## config.mk

```make
export PLATFORM = sky130hd
export DESIGN_NAME = score_to_digits_flat
export DESIGN_NICKNAME = d
export VERILOG_FILES = /design/src/rtl/score_to_digits_if.sv /design/src/rtl/score_to_digits.sv /design/src/flat_wrapper.sv
export SDC_FILE = /design/constraint.sdc
export NUM_CORES = 1
export LEC_CHECK = 0
export CORE_ASPECT_RATIO = 0.75
export CORE_MARGIN = 5
export CORE_UTILIZATION = 39
export CTS_CLUSTER_SIZE = 16
export DETAILED_ROUTE_END_ITERATION = 12
export PLACE_DENSITY = 0.69
export SLEW_MARGIN = 25
export SYNTH_ARGS = -nofsm -noshare
export SYNTH_HDL_FRONTEND = slang
export SYNTH_SLANG_ARGS = --single-unit
```

## constraint.sdc

```tcl
create_clock -name clk -period 2.65 [get_ports clk]
set_input_delay 0.3975 -clock clk [delete_from_list [all_inputs] [get_ports clk]]
set_output_delay 0.3975 -clock clk [all_outputs]
set_load 0.01 [all_outputs]
```

## src/rtl/score_to_digits_if.sv

```systemverilog
// score_to_digits_if - handshake and result bundle for score_to_digits.
//   start          : request to convert score (driven by master)
//   score[9:0]     : unsigned binary score (driven by master)
//   busy           : conversion in progress (driven by slave)
//   done           : one-cycle pulse, new digits valid (driven by slave)
//   sat            : last accepted score exceeded 999 (driven by slave)
//   digit1..3[9:0] : hundreds / tens / ones or blank code (driven by slave)
//   step1..3[9:0]  : constant glyph origins (driven by slave)
interface score_to_digits_if;
    logic       start;
    logic [9:0] score;
    logic       busy;
    logic       done;
    logic       sat;
    logic [9:0] digit1;
    logic [9:0] digit2;
    logic [9:0] digit3;
    logic [9:0] step1;
    logic [9:0] step2;
    logic [9:0] step3;

    modport master (
        output start, score,
        input  busy, done, sat, digit1, digit2, digit3, step1, step2, step3
    );

    modport slave (
        input  start, score,
        output busy, done, sat, digit1, digit2, digit3, step1, step2, step3
    );
endinterface

```

## src/rtl/score_to_digits.sv

```systemverilog
// score_to_digits - converts a 10-bit binary score into three decimal digit
// codes for an on-screen glyph renderer, using a sequential double-dabble
// (shift-add-3) over a fixed 10 iterations.
//   clk   : single clock, rising edge
//   reset : synchronous, active-high
//   bus   : score_to_digits_if.slave (start/score in; busy/done/sat,
//           digit1..3 and constant glyph origins step1..3 out)
module score_to_digits #(
    parameter logic [9:0] BASE_STEP     = 10'd0,
    parameter logic [9:0] DIGIT_PITCH   = 10'd4,
    parameter bit         BLANK_LEADING = 1'b1,
    parameter logic [9:0] BLANK_CODE    = 10'd15
) (
    input  logic                clk,
    input  logic                reset,
    score_to_digits_if.slave    bus
);

    typedef enum logic {
        IDLE,
        CONV
    } state_t;

    localparam logic [9:0] MAX_SCORE = 10'd999;
    localparam logic [9:0] LEAD_RST  = BLANK_LEADING ? BLANK_CODE : 10'd0;

    state_t      r_state;
    logic [21:0] r_shift;   // {hundreds, tens, ones, binary}
    logic [3:0]  r_cnt;
    logic        r_busy;
    logic        r_done;
    logic        r_sat;
    logic [9:0]  r_digit1;
    logic [9:0]  r_digit2;
    logic [9:0]  r_digit3;

    logic        w_over;
    logic [9:0]  w_clamped;
    logic [21:0] w_adj;
    logic [21:0] w_next;
    logic [3:0]  w_hund;
    logic [3:0]  w_tens;
    logic [3:0]  w_ones;
    logic [9:0]  w_digit1;
    logic [9:0]  w_digit2;
    logic [9:0]  w_digit3;

    always_comb begin
        w_over    = (bus.score > MAX_SCORE);
        w_clamped = w_over ? MAX_SCORE : bus.score;

        // Add 3 to each BCD nibble >= 5 before the shift, so the shift
        // carries into the next decade correctly.
        w_adj = r_shift;
        for (int unsigned i = 0; i < 3; i++) begin
            if (r_shift[10 + 4*i +: 4] >= 4'd5) begin
                w_adj[10 + 4*i +: 4] = r_shift[10 + 4*i +: 4] + 4'd3;
            end
        end
        w_next = {w_adj[20:0], 1'b0};

        // Values of the BCD nibbles after the final shift.
        w_hund = w_next[21:18];
        w_tens = w_next[17:14];
        w_ones = w_next[13:10];

        w_digit3 = {6'd0, w_ones};
        w_digit2 = (BLANK_LEADING && (w_hund == 4'd0) && (w_tens == 4'd0))
                   ? BLANK_CODE : {6'd0, w_tens};
        w_digit1 = (BLANK_LEADING && (w_hund == 4'd0))
                   ? BLANK_CODE : {6'd0, w_hund};
    end

    always_ff @(posedge clk) begin
        if (reset) begin
            r_state  <= IDLE;
            r_shift  <= '0;
            r_cnt    <= '0;
            r_busy   <= 1'b0;
            r_done   <= 1'b0;
            r_sat    <= 1'b0;
            r_digit1 <= LEAD_RST;
            r_digit2 <= LEAD_RST;
            r_digit3 <= '0;
        end else begin
            r_done <= 1'b0;
            case (r_state)
                IDLE: begin
                    if (bus.start) begin
                        r_shift <= {12'd0, w_clamped};
                        r_cnt   <= '0;
                        r_sat   <= w_over;
                        r_busy  <= 1'b1;
                        r_state <= CONV;
                    end
                end
                CONV: begin
                    r_shift <= w_next;
                    if (r_cnt == 4'd9) begin
                        r_digit1 <= w_digit1;
                        r_digit2 <= w_digit2;
                        r_digit3 <= w_digit3;
                        r_done   <= 1'b1;
                        r_busy   <= 1'b0;
                        r_cnt    <= '0;
                        r_state  <= IDLE;
                    end else begin
                        r_cnt <= r_cnt + 4'd1;
                    end
                end
                default: r_state <= IDLE;
            endcase
        end
    end

    assign bus.busy   = r_busy;
    assign bus.done   = r_done;
    assign bus.sat    = r_sat;
    assign bus.digit1 = r_digit1;
    assign bus.digit2 = r_digit2;
    assign bus.digit3 = r_digit3;

    assign bus.step1 = BASE_STEP;
    assign bus.step2 = BASE_STEP + DIGIT_PITCH;
    assign bus.step3 = BASE_STEP + DIGIT_PITCH + DIGIT_PITCH;

endmodule
```

## src/flat_wrapper.sv

```systemverilog
// flat-port wrapper written by rule: the top's interface ports become plain ports
module score_to_digits_flat 
#(
    parameter logic [9:0] BASE_STEP     = 10'd0,
    parameter logic [9:0] DIGIT_PITCH   = 10'd4,
    parameter bit         BLANK_LEADING = 1'b1,
    parameter logic [9:0] BLANK_CODE    = 10'd15
)
  (clk, reset, bus_start, bus_score, bus_busy, bus_done, bus_sat, bus_digit1, bus_digit2, bus_digit3, bus_step1, bus_step2, bus_step3);
  score_to_digits_if bus_i ();
  input  logic clk;
  input  logic reset;
  input wire logic [$bits(bus_i.start)-1:0] bus_start;
  input wire logic [$bits(bus_i.score)-1:0] bus_score;
  output wire logic [$bits(bus_i.busy)-1:0] bus_busy;
  output wire logic [$bits(bus_i.done)-1:0] bus_done;
  output wire logic [$bits(bus_i.sat)-1:0] bus_sat;
  output wire logic [$bits(bus_i.digit1)-1:0] bus_digit1;
  output wire logic [$bits(bus_i.digit2)-1:0] bus_digit2;
  output wire logic [$bits(bus_i.digit3)-1:0] bus_digit3;
  output wire logic [$bits(bus_i.step1)-1:0] bus_step1;
  output wire logic [$bits(bus_i.step2)-1:0] bus_step2;
  output wire logic [$bits(bus_i.step3)-1:0] bus_step3;
  assign bus_i.start = bus_start;
  assign bus_i.score = bus_score;
  assign bus_busy = bus_i.busy;
  assign bus_done = bus_i.done;
  assign bus_sat = bus_i.sat;
  assign bus_digit1 = bus_i.digit1;
  assign bus_digit2 = bus_i.digit2;
  assign bus_digit3 = bus_i.digit3;
  assign bus_step1 = bus_i.step1;
  assign bus_step2 = bus_i.step2;
  assign bus_step3 = bus_i.step3;
  score_to_digits #(.BASE_STEP(BASE_STEP), .DIGIT_PITCH(DIGIT_PITCH), .BLANK_LEADING(BLANK_LEADING), .BLANK_CODE(BLANK_CODE)) u_core (.clk(clk), .reset(reset), .bus(bus_i));
endmodule
```

* Word level (Yosys, flattened, before mapping)
Index checks and enable logic that the tools add are counted.
** Operators by class
- Reductions and logical operators :: 7
- $lt $le $gt $ge :: 4
- Add/sub/neg operators :: 4
- Eq/ne operators :: 3
- Bitwise gates (word level) :: 1
- Muxes and demuxes :: 18
** Operators with widths (count)
- 22-bit one-hot mux with 2 select lines :: 1
- 4-bit 2-to-1 mux :: 6
- 22-bit 2-to-1 mux :: 1
- 4-bit by 3-bit greater-or-equal comparator with 1-bit output (second input constant) :: 3
- 10-bit greater-than comparator (second input constant) :: 1
- 10-bit 2-to-1 mux :: 1
- 4-bit by 2-bit adder with 4-bit output (second input constant) :: 2
- 4-bit zero test :: 2
- 4-bit one-hot mux with 2 select lines :: 1
- 2-bit AND reduction :: 3
- 1-bit 2-to-1 mux :: 5
- 4-bit by 1-bit adder with 4-bit output (second input constant) :: 1
- 4-bit equality test (second input constant) :: 1
- 2-bit != test (second input constant) :: 2
- 1-bit one-hot mux with 2 select lines :: 2
- 3-bit by 2-bit adder with 3-bit output (second input constant) :: 1
- 3-bit 2-to-1 mux :: 1
- 2-bit OR reduction :: 1
- 1-bit logical AND :: 1
- 1-bit inverter :: 1
** Storage, ports and cells
- Input bits :: 13
- Flip-flop bits (word level) :: 54
- Logic and storage cells :: 46
- Output and inout bits :: 63

* Logic depth before layout (Yosys ltp)
Gate-level depths: netlist of run 1.
- Depth in word-level cells :: 5
- Gate-level depth with buffers :: 8
- Depth with buffers taken out :: 8

* Worst setup path after synthesis of run 1
Ideal clock, no wire load.
- Path type :: register to register
- Start :: register u_core.r_shift[19]
- End :: register u_core.r_digit2[2], in the netlist u_core.bus.digit2[2]
- Path buffers :: 0
- Cell stages (with the launch flop) :: 8
- Path slack :: 0.972 ns
- Data required time :: 2.563 ns
- Period minus slack after synthesis :: 1.678 ns
- Library setup time :: 0.087 ns
- Arrival :: 1.590 ns
- Path through :: dfxtp_1 inv_1 ha_1 nand2b_1 a21oi_1 mux2i_1 nand3_1 o31ai_1
** On the way
- Word-level cells in the longest chain between the ends :: 5
- Elaborated cells on any way between the ends :: 6
- Classes of those cells :: 1 x add/sub; 1 x order compare; 2 x mux; 2 x reduce/logical
** RTL lines
- from (decl) :: line score_to_digits.sv:28 : logic [21:0] r_shift;
- from (signal assigned) :: line score_to_digits.sv:90 : r_shift <= {12'd0, w_clamped};
- from (signal assigned) :: line score_to_digits.sv:98 : r_shift <= w_next;
- 4-bit by 3-bit greater-or-equal comparator with 1-bit output / 3-bit by 2-bit adder with 3-bit output (equally long branches) :: line score_to_digits.sv:56, score_to_digits.sv:57
- 3-bit 2-to-1 mux (*) :: line score_to_digits.sv:56 : if (r_shift[10 + 4*i +: 4] >= 4'd5) begin
- 4-bit zero test (*) :: line score_to_digits.sv:68 : w_digit2 = (BLANK_LEADING && (w_hund == 4'd0) && (w_tens == 4'd0))
- 1-bit logical AND (*) :: line score_to_digits.sv:68
- 4-bit 2-to-1 mux (*) :: line score_to_digits.sv:69 : ? BLANK_CODE : {6'd0, w_tens};
- to (signal assigned) :: line score_to_digits.sv:101 : r_digit2 <= w_digit2;
- to (decl) :: line score_to_digits.sv:34 : logic [9:0] r_digit2;
Mark *: on every way between the ends. The rest lies on a longest branch, timed or not.
A chain may end at the register's enable or synchronous reset.

* Final worst setup path of run 1
- Start :: register u_core.r_shift[14]
- End :: register u_core.r_digit2[2], in the netlist u_core.bus.digit2[2]
** On the way
- Word-level cells in the longest chain between the ends :: 5
- Elaborated cells on any way between the ends :: 7
- Classes of those cells :: 1 x add/sub; 1 x order compare; 2 x mux; 3 x reduce/logical
** RTL lines (line)
- 4-bit by 2-bit adder with 4-bit output / 4-bit by 3-bit greater-or-equal comparator with 1-bit output (equally long branches) :: score_to_digits.sv:57, score_to_digits.sv:56
- 4-bit 2-to-1 mux (*) :: score_to_digits.sv:56
- 4-bit zero test :: score_to_digits.sv:68
- 1-bit logical AND :: score_to_digits.sv:68
- 4-bit 2-to-1 mux (*) :: score_to_digits.sv:69
Marked as above.

==> results of run 1 <==
## logic make-up (layout without fill, tap and decap cells)
logic type	after synthesis	count (layout)	share of synthesized area (%)
AOI/OAI and AO/OA	64	64	17.0
xor gates and xnor gates	3	3	1.09
muxes	11	11	4.63
buffers and inverters	72	47	19.4
and+or+nand+nor	91	91	18.4
other	2	48	0.312
adders and majority gates	8	8	4.16
DFF	42	42	34.9
## final cells by class
cell class / count / area [um^2]
fillers: 592 / 3300
multi-input cells: 225 / 1270
flip-flops and latches: 42 / 841
repair buffers: 30 / 293
well taps: 78 / 97.6
clock buffers: 7 / 76.3
inverters: 10 / 42.5
## per-layer routing
metal,wire [um],share of wire [%],track usage [%],vias up
met5,0,0,0,-
met4,55,1.1,3.63,0
li1,-,-,-,948
met3,366,7.6,3.54,7
met1,2460,51,17.4,853
met2,1920,40,17.2,68
## cell usage after synthesis, types with 3 or more instances
library cell,number
dfxtp_1,42
and3_1,4
ha_1,8
xnor2_1,3
nand2_1,9
nor3_1,10
nor2_1,44
a31oi_1,7
clkbuf_1,4
nor3b_1,5
o21ai_1,4
nand3_1,4
buf_4,48
inv_1,8
o21ai_0,5
a22o_1,3
buf_1,5
nand2b_1,3
mux2i_1,10
buf_2,4
a21oi_1,28
## metrics by stage
step           setup WS (ns)  power (mW)
6_report               0.699        1.17
5_1_grt                0.529        1.23
4_1_cts                0.735        1.18
3_5_place_dp           0.748       0.799
3_3_place_gp           0.735       0.798
2_1_floorplan          0.972       0.813
## where the power goes
part | leakage, nW | internal (mW) | switching (mW)
Sequential | 0.341 | 0.645 | 0.00973
Combinational | 0.719 | 0.0427 | 0.0897
Clock | 0.0383 | 0.182 | 0.205
Total | 1.10 | 0.869 | 0.305
## placed cells by master, fill, tap and decap left out, types with 5 or more instances in the layout
cell type	netlist	layout
conb_1	2	48
nor2_1	44	44
dfxtp_1	42	42
a21oi_1	28	28
clkdlybuf4s50_1	0	27
mux2i_1	10	10
nor3_1	10	10
nand2_1	9	9
inv_1	8	8
ha_1	8	8
a31oi_1	7	7
o21ai_0	5	5
nor3b_1	5	5
clkbuf_8	0	5
## worst max-delay path, cell delays in order, from the launching register on
cell,delay (ns)
dfxtp_1,0.45
inv_1,0.11
ha_1,0.30
nand2b_2,0.13
a21oi_4,0.07
xnor2_1,0.44
o21ai_0,0.17
o31ai_1,0.20
## how the worst max path moves through the flow
stage	from	endpoint	slack (ns)	depth (start not counted)
floorplan	u_core.r_shift[19]	u_core.bus.digit2[2]	0.97	7
global placement	reset	u_core.bus.digit2[3]	0.74	6
detailed placement	reset	u_core.bus.digit2[3]	0.75	6
CTS	u_core.r_shift[14]	u_core.bus.digit2[2]	0.74	7
global route	u_core.r_shift[18]	u_core.bus.digit2[3]	0.53	7
finish	u_core.r_shift[14]	u_core.bus.digit2[2]	0.70	7
## flip-flops by register name, indices dropped and copies added (netlist names)
register           cells
u_core.bus.digit2      4
u_core.bus.digit1      4
u_core.bus.done        1
u_core.bus.digit3      4
u_core.r_shift        22
u_core.bus.busy        1
u_core.r_state         1
u_core.bus.sat         1
u_core.r_cnt           4
==> results.py, run 1 <==
metrics = {
    "floorplanning": {
        "die_h_um": 78.0,
        "fp.dieW_um": 101,
        "die-area_um2": 7860,
        "coreArea_um2": 5920,
        "initial_core_util_pct": 40.7,
        "num_rows": 24,
        "ios": 76,
    },
    "sta": {
        "finalCritPeriodShare_pct": 73.6,
        "tns_ns": 0,
        "worst_slew_pin_slew_ns": 0.509,
        "maxSlewViolCount": 0,
        "fmax_mhz": 513,
        "hold_viol_final": 0,
        "skew_ns": 0.00635,
        "rsz0062_at_grt": "no",
        "final.min_clock_period_ns": 1.95,
        "slew_headroom_pct": 65.8,
        "finalSetupViolations": 0,
        "hold_ws_ns": 0.455,
    },
    "clock_tree": {
        "numCtsBuffers": 5,
        "clock_sinks": 42,
        "hold_buffers": 0,
        "clkTransAtPathRegs_ns": 0.08,
        "cts_resized": 0,
        "clkLatencyLatePin_ns": 0.29,
        "post-cts-setup-buffers": 0,
        "cts_max_level": 2,
        "cts_tree": "yes",
        "clockRootBuffer": "clkbuf_8",
        "cts_max_path_buffers": 2,
    },
    "grt": {
        "grt_pass1_vias": 1635,
        "overflow": 0,
        "gr-usage-all-layers_pct": 12.1,
        "grt_pass1_wl_mm": 7.70,
        "grt_max_degree": 37,
        "antenna_found_initial": 0,
    },
    "synth": {
        "ys_seq_area_share_pct": 34.9,
        "synth_area_leaders": "dfxtp_1, buf_4, nor2_1",
        "synth_top_area_cell": "dfxtp_1",
        "synth_cells": 293,
        "ys_seq_elements": 42,
        "ys_types": 49,
        "async_flop_share_pct": 0,
        "synthFlopType": "dfxtp_1",
        "yosys_warnings": 0,
        "synth_area_um2": 2410,
        "synth.avg_cell_area_um2": 8.21,
        "netlist.area_leader.share_pct": 34.9,
        "synth_edf_count": 0,
    },
    "finish": {
        "nNetsFinal": 335,
        "drive_above_1_share_pct": 5.73,
        "utilization_pct": 44.3,
        "antennaDiodeCount": 0,
        "postLayoutCellArea_um2": 2620,
        "syn2layout_area_growth_pct": 8.89,
        "stdcell_count": 392,
    },
    "setup_path": {
        "cp_max_fo": 7,
        "r2r_end": "u_core.bus.digit2[2]",
        "r2r_cells": 7,
        "critPathCaptureType": "flip-flop",
        "required_ns": 2.86,
        "cp.arrival_ns": 2.16,
        "r2r_slack_ns": 0.70,
        "crit_path_start_kind": "flip-flop",
        "crit_type": "reg -> reg",
        "timing.rr.start": "u_core.r_shift[14]",
    },
    "routing": {
        "drc": 0,
        "postRouteAntennaNets": 0,
        "vias": 1876,
        "via_per_inst": 4.79,
        "wl_mm": 4.80,
        "dr.pass1.iters": 4,
        "initialDrtViolationCount": 95,
        "routedWlPerCell_um": 12.2,
    },
    "worst_hold_path": {
        "worstHoldStart": "u_core.r_shift[0]",
        "hold_path_class": "reg -> reg",
        "hold_path_depth": 2,
        "whs_endpoint": "u_core.r_shift[1]",
    },
    "placed_design": {
        "port_buffers": 27,
        "place_area_um2": 2540,
        "dp.cells": 385,
        "gp_congestion": 0.821,
        "dp_hpwl_mm": 3.64,
    },
    "pwr": {
        "leakagePower_nw": 1.10,
        "pwr_density_cell_nw_per_um2": 448,
        "peakVddDrop_uv": 193,
    },
    "flow_run": {
        "max-cap-violations": 0,
    },
    "run_status": {
        "status": "finished, final reports clean",
    },
}
No activity file was read; power rests on OpenSTA's default activity.
==> run 2, diff against run 1 <==
Clock period 2.65 ns to 1.9 ns, I/O delays scaled along.
==> run 2 against run 1 <==
  * Die area is the same
  * Routed wire length rose by 0.71%
  * Core utilization up 1.9 points
  * Critical path type unchanged
  * Critical endpoint is now u_core.bus.digit2[1]
  * Largest power group unchanged
==> results.py, run 2 (same netlist as run 1, synthesis figures left out) <==
metrics = {
    "grt": {
        "gr-usage-all-layers_pct": 12.1,
        "grt_pass1_wl_mm": 7.85,
        "antenna_found_initial": 0,
        "overflow": 0,
        "gr-usage-met1_pct": 17.8,
        "grt_max_degree": 37,
        "grt_pass1_vias": 1683,
        "grt_busiest_layer": "met2",
        "use_met2_pct": 17.8,
        "grt.met3_usage_pct": 2.92,
    },
    "setup_path": {
        "cp.arrival_ns": 1.97,
        "cp_max_fo": 5,
        "timing.rr.start": "u_core.r_shift[15]",
        "endpoint": "u_core.bus.digit2[1]",
        "r2r_slack_ns": 0.10,
        "crit_path_start_kind": "flip-flop",
        "critPathCaptureType": "flip-flop",
        "r2r_end": "u_core.bus.digit2[1]",
        "crit_type": "reg -> reg",
        "required_ns": 2.07,
        "r2r_cells": 7,
        "crit_path_start": "u_core.r_shift[15]",
    },
    "floorplanning": {
        "coreArea_um2": 5920,
        "die-area_um2": 7860,
        "num_rows": 24,
        "initial_core_util_pct": 40.7,
        "ios": 76,
        "die_h_um": 78.0,
        "fp.dieW_um": 101,
    },
    "routing": {
        "via_per_inst": 4.77,
        "drc": 0,
        "dr.pass1.iters": 4,
        "postRouteAntennaNets": 0,
        "wl_mm": 4.83,
        "vias": 1908,
        "routedWlPerCell_um": 12.1,
        "initialDrtViolationCount": 102,
    },
    "sta": {
        "hold_ws_ns": 0.464,
        "final.min_clock_period_ns": 1.80,
        "fmax_mhz": 557,
        "skew_ns": 0.00389,
        "finalCritPeriodShare_pct": 94.5,
        "maxSlewViolCount": 0,
        "tns_ns": 0,
        "finalSetupViolations": 0,
        "hold_viol_final": 0,
    },
    "clock_tree": {
        "cts_resized": 0,
        "clockRootBuffer": "clkbuf_8",
        "cts_max_path_buffers": 2,
        "clkLatencyLatePin_ns": 0.29,
        "hold_buffers": 0,
        "post-cts-setup-buffers": 0,
        "clock_sinks": 42,
        "cts_max_level": 2,
        "numCtsBuffers": 5,
        "clkTransAtPathRegs_ns": 0.08,
        "cts_tree": "yes",
    },
    "pwr": {
        "p_switching_uw": 438,
        "peakVddDrop_uv": 360,
        "leakagePower_nw": 1.15,
        "power_frac_comb_pct": 11.4,
        "p_clk_share_pct": 34.8,
        "pwr_density_cell_nw_per_um2": 621,
        "internal_power_mw": 1.26,
        "seq_power_share_pct": 53.8,
        "fin_total_pwr_mw": 1.70,
        "netSwitchingFraction_pct": 25.8,
    },
    "placed_design": {
        "gp_congestion": 0.794,
        "dp_hpwl_mm": 3.64,
        "port_buffers": 27,
        "dp.cells": 392,
    },
    "flow_run": {
        "max-cap-violations": 0,
    },
    "finish": {
        "stdcell_count": 400,
        "fillCellCount": 585,
        "largest_reg_flops": 22,
        "regMostFlops": "u_core.r_shift",
        "nNetsFinal": 342,
        "layout_common_cells": "conb_1, nor2_1, dfxtp_1",
        "antennaDiodeCount": 0,
        "layout_commonest_cell": "conb_1",
        "drive_above_1_share_pct": 10.2,
        "syn2layout_area_growth_pct": 13.6,
        "utilization_pct": 46.2,
    },
    "run_status": {
        "status": "finished, final reports clean",
    },
    "worst_hold_path": {
        "hold_path_class": "reg -> reg",
    },
}
## run 2: layout make-up
| class | count | area [um^2] | share of cell area, % |
|---|---|---|---|
| Multi-Input combinational cell | 225 | 1300 | 47.7 |
| Tap cell | 78 | 97.6 | 3.57 |
| Clock buffer | 7 | 86.3 | 3.16 |
| Inverter | 10 | 42.5 | 1.56 |
| Clock inverter | 1 | 5.00 | 0.183 |
| Sequential cell | 42 | 841 | 30.8 |
| Timing Repair Buffer | 37 | 358 | 13.1 |
## run 2: metal layers
layer,vias up,wire [um]
met5,-,0
met4,0,29
met3,5,320
met2,50,2070
met1,887,2420
li1,966,-
## run 2: stage by stage
| step | cell area, um^2 | worst slack, ns |
|---|---|---|
| finish | 2730 | 0.105 |
| global route | 2730 | -0.00749 |
| CTS | 2700 | 0.00656 |
| detailed placement | 2610 | 0.0335 |
| global placement | 2610 | 0.0592 |
| floorplan | 2580 | 0.222 |
## run 2: worst min-delay path by stage
stage          depth (start not counted)                   end                  from
2_1_floorplan                          2     u_core.r_shift[2]     u_core.r_shift[1]
3_3_place_gp                           2  u_core.bus.digit3[3]  u_core.bus.digit3[3]
3_5_place_dp                           2     u_core.r_shift[2]     u_core.r_shift[1]
4_1_cts                                2     u_core.r_shift[2]     u_core.r_shift[1]
5_1_grt                                2     u_core.r_shift[1]     u_core.r_shift[0]
6_report                               2     u_core.r_shift[2]     u_core.r_shift[1]
## run 2: worst max-delay path, cell delays in order (launching register included)
cell and delay [ns]:
dfxtp_1 0.34, inv_1 0.12, ha_1 0.20, nand2b_2 0.19
a21oi_4 0.19, mux2_1 0.34, nand4_1 0.19, a31oi_1 0.11
## run 2: power by group through the flow
stage                     Combinational [mW]  Sequential, mW  Clock, mW
final                                  0.194           0.913      0.591
after global routing                   0.216           0.915      0.645
after CTS                              0.192           0.912      0.612
after detailed placement               0.191           0.933          0
after global placement                 0.189           0.933          0
after floorplan                        0.204           0.930          0
